**src/rtl/dmem_lsu.sv**
```systemverilog
// dmem_lsu -- load/store initiator between the single-cycle datapath and a
// word-wide data memory.
//
// Accepts RV32I byte/half/word loads and stores, maps byte addresses onto
// memory words, sign/zero-extends load data and performs read-modify-write
// for sb/sh because the memory only writes whole words. Illegal funct3 and
// misaligned requests are answered with resp_err and never touch memory.
//
// Ports:
//   clk, rst              clock, synchronous active-high reset
//   req_valid/req_ready   request handshake (ready only in IDLE)
//   req_we, req_funct3    1 = store; RV32I load/store funct3
//   req_addr, req_wdata   byte address, store data
//   resp_valid            one-cycle completion pulse
//   resp_rdata, resp_err  extended load data (0 for stores/errors), error flag
//   dmem_wr_en            memory write enable (one cycle per store)
//   dmem_addr             memory address (word index when WORD_ADDR=1)
//   dmem_w_data           memory write data
//   dmem_r_data           memory read data (combinational)
//
// Optional feature (macro LSU_PERF_CNT_EN): adds ld_count / st_count, counting
// successful loads and stores. Without the macro the ports do not exist.

module dmem_lsu #(
  parameter int WORD_ADDR = 1,
  parameter int XLEN      = 32
) (
  input  logic            clk,
  input  logic            rst,
  input  logic            req_valid,
  output logic            req_ready,
  input  logic            req_we,
  input  logic [2:0]      req_funct3,
  input  logic [XLEN-1:0] req_addr,
  input  logic [XLEN-1:0] req_wdata,
  output logic            resp_valid,
  output logic [XLEN-1:0] resp_rdata,
  output logic            resp_err,
  output logic            dmem_wr_en,
  output logic [XLEN-1:0] dmem_addr,
  output logic [XLEN-1:0] dmem_w_data,
  input  logic [XLEN-1:0] dmem_r_data
`ifdef LSU_PERF_CNT_EN
  ,
  output logic [31:0]     ld_count,
  output logic [31:0]     st_count
`endif
);

  typedef enum logic [2:0] {
    S_IDLE,
    S_LOAD,
    S_RMW_RD,
    S_WRITE,
    S_RESP
  } state_t;

  state_t      state;
  logic [2:0]  lat_funct3;
  logic [1:0]  lat_off;
  logic [15:0] lat_wdata;

  logic            req_legal;
  logic            req_misal;
  logic            req_err;
  logic [XLEN-1:0] req_mem_addr;
  logic [7:0]      rd_byte;
  logic [15:0]     rd_half;
  logic [XLEN-1:0] ld_ext;
  logic [XLEN-1:0] lane_mask;
  logic [XLEN-1:0] lane_data;
  logic [XLEN-1:0] merged;

  // Request decode, evaluated on the live request so the accept edge can
  // branch straight to the right state.
  always_comb begin
    req_legal = 1'b0;
    req_misal = 1'b0;
    if (req_we)
      req_legal = req_funct3 inside {3'b000, 3'b001, 3'b010};
    else
      req_legal = req_funct3 inside {3'b000, 3'b001, 3'b010, 3'b100, 3'b101};
    case (req_funct3[1:0])
      2'b01:   req_misal = req_addr[0];
      2'b10:   req_misal = (req_addr[1:0] != 2'b00);
      default: req_misal = 1'b0;
    endcase
    req_err = !req_legal || req_misal;
  end

  assign req_mem_addr = (WORD_ADDR != 0) ? {2'b00, req_addr[XLEN-1:2]}
                                         : {req_addr[XLEN-1:2], 2'b00};

  // Load lane selection and extension from the latched request.
  always_comb begin
    case (lat_off)
      2'd0:    rd_byte = dmem_r_data[7:0];
      2'd1:    rd_byte = dmem_r_data[15:8];
      2'd2:    rd_byte = dmem_r_data[23:16];
      default: rd_byte = dmem_r_data[31:24];
    endcase
    rd_half = lat_off[1] ? dmem_r_data[31:16] : dmem_r_data[15:0];
    case (lat_funct3)
      3'b000:  ld_ext = {{24{rd_byte[7]}}, rd_byte};
      3'b001:  ld_ext = {{16{rd_half[15]}}, rd_half};
      3'b100:  ld_ext = {24'h0, rd_byte};
      3'b101:  ld_ext = {16'h0, rd_half};
      default: ld_ext = dmem_r_data;
    endcase
  end

  // sb/sh merge: replicate the store data across all lanes, then keep only
  // the addressed lane over the word read back in RMW_RD.
  always_comb begin
    if (lat_funct3[0]) begin
      lane_mask = 32'h0000_FFFF << {lat_off[1], 4'b0000};
      lane_data = {2{lat_wdata}};
    end else begin
      lane_mask = 32'h0000_00FF << {lat_off, 3'b000};
      lane_data = {4{lat_wdata[7:0]}};
    end
    merged = (dmem_r_data & ~lane_mask) | (lane_data & lane_mask);
  end

  always_ff @(posedge clk) begin
    if (rst) begin
      state       <= S_IDLE;
      lat_funct3  <= 3'b000;
      lat_off     <= 2'b00;
      lat_wdata   <= 16'h0;
      req_ready   <= 1'b1;
      resp_valid  <= 1'b0;
      resp_rdata  <= '0;
      resp_err    <= 1'b0;
      dmem_wr_en  <= 1'b0;
      dmem_addr   <= '0;
      dmem_w_data <= '0;
`ifdef LSU_PERF_CNT_EN
      ld_count    <= 32'h0;
      st_count    <= 32'h0;
`endif
    end else begin
      case (state)
        S_IDLE: begin
          if (req_valid) begin
            lat_funct3 <= req_funct3;
            lat_off    <= req_addr[1:0];
            lat_wdata  <= req_wdata[15:0];
            req_ready  <= 1'b0;
            if (req_err) begin
              state      <= S_RESP;
              resp_valid <= 1'b1;
              resp_err   <= 1'b1;
              resp_rdata <= '0;
            end else if (!req_we) begin
              state     <= S_LOAD;
              dmem_addr <= req_mem_addr;
            end else if (req_funct3 == 3'b010) begin
              state       <= S_WRITE;
              dmem_addr   <= req_mem_addr;
              dmem_w_data <= req_wdata;
              dmem_wr_en  <= 1'b1;
            end else begin
              state     <= S_RMW_RD;
              dmem_addr <= req_mem_addr;
            end
          end
        end
        S_LOAD: begin
          state      <= S_RESP;
          resp_valid <= 1'b1;
          resp_err   <= 1'b0;
          resp_rdata <= ld_ext;
`ifdef LSU_PERF_CNT_EN
          ld_count   <= ld_count + 32'd1;
`endif
        end
        S_RMW_RD: begin
          state       <= S_WRITE;
          dmem_w_data <= merged;
          dmem_wr_en  <= 1'b1;
        end
        S_WRITE: begin
          state      <= S_RESP;
          dmem_wr_en <= 1'b0;
          resp_valid <= 1'b1;
          resp_err   <= 1'b0;
          resp_rdata <= '0;
`ifdef LSU_PERF_CNT_EN
          st_count   <= st_count + 32'd1;
`endif
        end
        S_RESP: begin
          state      <= S_IDLE;
          resp_valid <= 1'b0;
          resp_err   <= 1'b0;
          resp_rdata <= '0;
          req_ready  <= 1'b1;
        end
        default: begin
          state      <= S_IDLE;
          req_ready  <= 1'b1;
          resp_valid <= 1'b0;
          dmem_wr_en <= 1'b0;
        end
      endcase
    end
  end

endmodule

```
**config.mk**
```make
export PLATFORM = sky130hd
export DESIGN_NAME = dmem_lsu
export DESIGN_NICKNAME = d
export VERILOG_FILES = /design/src/rtl/dmem_lsu.sv
export SDC_FILE = /design/constraint.sdc
export NUM_CORES = 1
export LEC_CHECK = 0
export CAP_MARGIN = 40
export CORE_UTILIZATION = 25
export DETAILED_ROUTE_END_ITERATION = 8
export SYNTH_ARGS = -nofsm -noshare
export SYNTH_HDL_FRONTEND = slang
export SYNTH_SLANG_ARGS = --single-unit
export TNS_END_PERCENT = 5
```
**constraint.sdc**
```tcl
create_clock -name clk -period 2.8 [get_ports clk]
set_input_delay 0.56 -clock clk [delete_from_list [all_inputs] [get_ports clk]]
set_output_delay 0.56 -clock clk [all_outputs]
set_load 0.005 [all_outputs]
```
==> run summary <==
The count of state elements after synthesis works out to 122. The critical path is of the in2reg type. In this run the static leakage power is 3.252 nW.

After floorplanning, the core was sized to cover 25980 um2. The run gives 6656 as the count of vias placed by the detailed router. The number of antenna diodes in the final layout is 0.

The worst setup path is captured at a flip-flop. Counting flops with an async set or reset pin after synthesis yields a share of 0%. The largest single stage delay on the critical path is 0.52 ns.

The average vias per placed instance came out at 5.168. For the number of setup buffers added after CTS, the log shows 0. The kind of start point of the critical path is a primary input. Summing every instance area after synthesis gives 6596 um2. After Yosys synthesis, and, or, nand and nor cells account for 16.54% of the synthesized area. The tools report the CTS H-tree depth as 4.

The post-detailed-route DRC marker count was 0; the least setup slack across all paths after layout was 0.5075 ns. For the post-CTS resize count, the log shows 0. The weighted congestion at the end of routability-driven global placement came out at 0.8662.

The number of cells after detailed placement was 1257; the count of antenna-violating nets left after detailed routing was 0. Hold timing on the final database bottoms out at a slack of 0.4627 ns. Timing would allow up to 0.4362 GHz.

By area the synthesized netlist is led by dfxtp_1 37%, a21oi_1 6.1%, mux2i_1 5.2%, o31ai_1 4.2%, o21ai_0 3.3%. The die is 164.4 um wide. The number of input and output port buffers inserted was 200. Largest family of logic cells by synthesized area: compound AO/OA/AOI/OAI gates. The ratio of final minimum period to clock period came out at 81.87%. The synthesis-to-layout area growth is 43.76%.

For this block, the initial DRC count from the detailed router was 779. The finished layout holds 1288 standard cells, fillers aside. In this run the biggest area consumer among cell types represents 37.03% of the synthesized area. In this run, synthesis inferred 0 flip-flops with an integrated enable. After synthesis, the share of cell area in mux cells is 5.501%.

The number of cells on the worst hold path was 2. dfxtp_1 takes more of the synthesized area than any other cell. The run finished with clean final reports. The worst clock skew on the final layout was 0.01166 ns; the routed length per placed instance was 18.58 um. Summing all non-filler instances in the final layout gives an area of 9483 um2.

Overall overflow remaining after global route: 0. The synthesized netlist devotes 30.90% of its cell area to compound gates. The dominant register cell in the synthesized netlist was dfxtp_1. The power density of the placed cells was 559.7 nW/um2; the total routing resource utilization after global routing was 17.61%.

The logs give 6341 for the via count of the first global-routing pass and 1 for the number of antenna violations at the first check in global routing. dfxtp_1 is the most common cell in the netlist. The maximum VDD drop is 0.0003137 V. For this run, the detailed router's first-pass iteration total came to 5.

For the worst setup path, the data required time is 3.11 ns. The tree built by TritonCTS fans out to 122 sinks. Clock latency on the worst-skew pair, taken at its later pin, is 0.42 ns. The tools report the hold violation total from the final report as 0.

OpenSTA, run right after detailed placement, puts the worst setup slack at 0.08218 ns. The path class of the tightest hold or removal check is reg2reg. Of the total synthesized cell area, the portion taken by full adders, half adders and majority gates is 0.7208%.

Walking the worst path, the cells encountered are clkdlybuf4s50_1 -> inv_1 -> ha_1 -> o211ai_1 -> nand3_1 -> o311a_4 -> o32ai_1. Row generation in the floorplan step produced 59 rows. The floorplan step set the die height to 164.4 um. TritonCTS created 17 clock buffers. The area of the die was 27040 um2; the number of pins with negative max-slew slack in the final report was 0. In this run the tightest slew margin relative to its limit is 47.02%. Setup repair after global routing left no endpoint under its margin. For this configuration, the core starts out at a cell density of 25.39%. The number of distinct library cells after synthesis came out at 57. The register clock-pin slew on the reported worst setup and hold paths is 0.05 ns, and the post-layout net count is 1047. Buffers inserted to repair hold after CTS numbered 0.

The first global-routing pass estimated 36560 um of wire. Synthesis produced a netlist whose cell count is 785. During I/O placement, the number of pins put on the boundary was 203. Fraction of layout instances using a drive strength above 1: 8.814%. By count the netlist is led by 122 x dfxtp_1, 80 x a21oi_1, 52 x clkbuf_1. The shortest period the worst path allows is 2.292 ns, and the endpoint arrival time on the critical path is 2.61 ns. After detailed routing, the total wire length is 23940 um. The share of the yosys chip area belonging to registers was 37.03%; the average cell area after synthesis was 8.403 um2. The logs give 16600 um for the HPWL after detailed placement and 137 for the largest net degree at the start of global routing.

The worst register-to-register path has a depth of 4. For the number of maximum-capacitance constraint violations, the log shows 0. For the pin with the worst max-slew slack, the measured transition is 0.7947 ns. The clock passes through at most 2 buffers. Setup violations remaining at the end of the flow were counted as 0. The xor-xnor portion of the synthesized cell area works out to 0%. For this design, the slowest cell found on the critical path is clkdlybuf4s50_1. TritonCTS built the clock tree. In this run the cell area measured after placement is 8843 um2. In this run the worst path has a maximum fanout of 33. The root buffer cell chosen for the clock tree is clkbuf_16. Adding up every negative setup slack in the final design gives 0 ns.

For this run, the number of Yosys warnings is 0.
## where the power goes
group | switching, mW | internal, mW | total (mW)
Combinational | 0.530 | 0.449 | 0.979
Sequential | 0.0759 | 1.81 | 1.89
Clock | 0.783 | 1.66 | 2.44
## sequential cells by signal, indices dropped and copies added (netlist names)
| register | flops |
|---|---|
| lat_off | 2 |
| resp_valid | 1 |
| resp_err | 1 |
| state | 3 |
| lat_wdata | 16 |
| resp_rdata | 32 |
| dmem_wr_en | 1 |
| lat_funct3 | 3 |
| req_ready | 1 |
| dmem_addr | 30 |
| dmem_w_data | 32 |
## per-stage QoR
stage / util [%] / power [mW]
floorplan: - / 2.446
global placement: 34.03 / 2.892
detailed placement: 34.03 / 2.893
CTS: 36.49 / 5.361
global route: 36.49 / 5.533
finish: 36.49 / 5.308
## logic make-up (layout without fill, tap and decap cells)
kind of cell	after synthesis	count (layout)
adder cells (fa/ha/maj)	4	4
flip-flops	122	122
AO/OA/AOI/OAI	288	288
other	1	2
buffers and inverters	135	302
AND/OR/NAND/NOR	200	200
multiplexers	35	35
## final cells by class
class	count	area [um2]
fillers	2691	16500
multi-input cells	529	3567
well taps	335	419.2
repair buffers	226	2245
clock buffers	22	444.2
flip-flops and latches	122	2444
clock inverters	9	195.2
inverters	45	168.9
## critical path, delay by kind of cell
family	cells	cell delay (ns)
AOI/OAI and AO/OA	3	1.02
buffers and inverters	2	0.60
adders and majority gates	1	0.25
and+or+nand+nor	1	0.14
## path summary, 6_finish.rpt
path / start / to / slack (ns)
max: req_funct3[0] / resp_rdata[15]$_SDFFE_PP0P_ / 0.51
min: req_ready$_SDFFE_PP1P_ / req_ready$_SDFFE_PP1P_ / 0.46
max reg2reg: state[1]$_SDFFE_PP0P_ / dmem_w_data[10]$_SDFFE_PP0P_ / 0.54
min reg2reg: req_ready$_SDFFE_PP1P_ / req_ready$_SDFFE_PP1P_ / 0.46
## cells in the final DEF (no fill, tap or decap), drive strengths merged, types with 16 or more instances in the layout
cell type | synthesis | layout
nand2b | 24 | 24
a311o | 16 | 16
clkbuf | 52 | 22
a211oi | 19 | 19
nor2 | 29 | 29
dfxtp | 122 | 122
o31ai | 37 | 37
o32ai | 25 | 25
clkdlybuf4s50 | 0 | 199
inv | 44 | 44
mux2i | 34 | 34
nand2 | 48 | 48
nand4 | 30 | 30
o21ai | 46 | 46
a21oi | 81 | 81
buf | 38 | 27
nand3 | 19 | 19
## routing by layer
layer  wire length, um  vias to the layer above  GRT usage [%]
met3              2308                       16          6.002
met4               267                        2          4.295
met1             10620                     3125          23.39
met5                 9                        -              0
met2             10740                      288          27.20
li1                  -                     3225              -
Note: power is estimated with default switching activity, not from simulation.
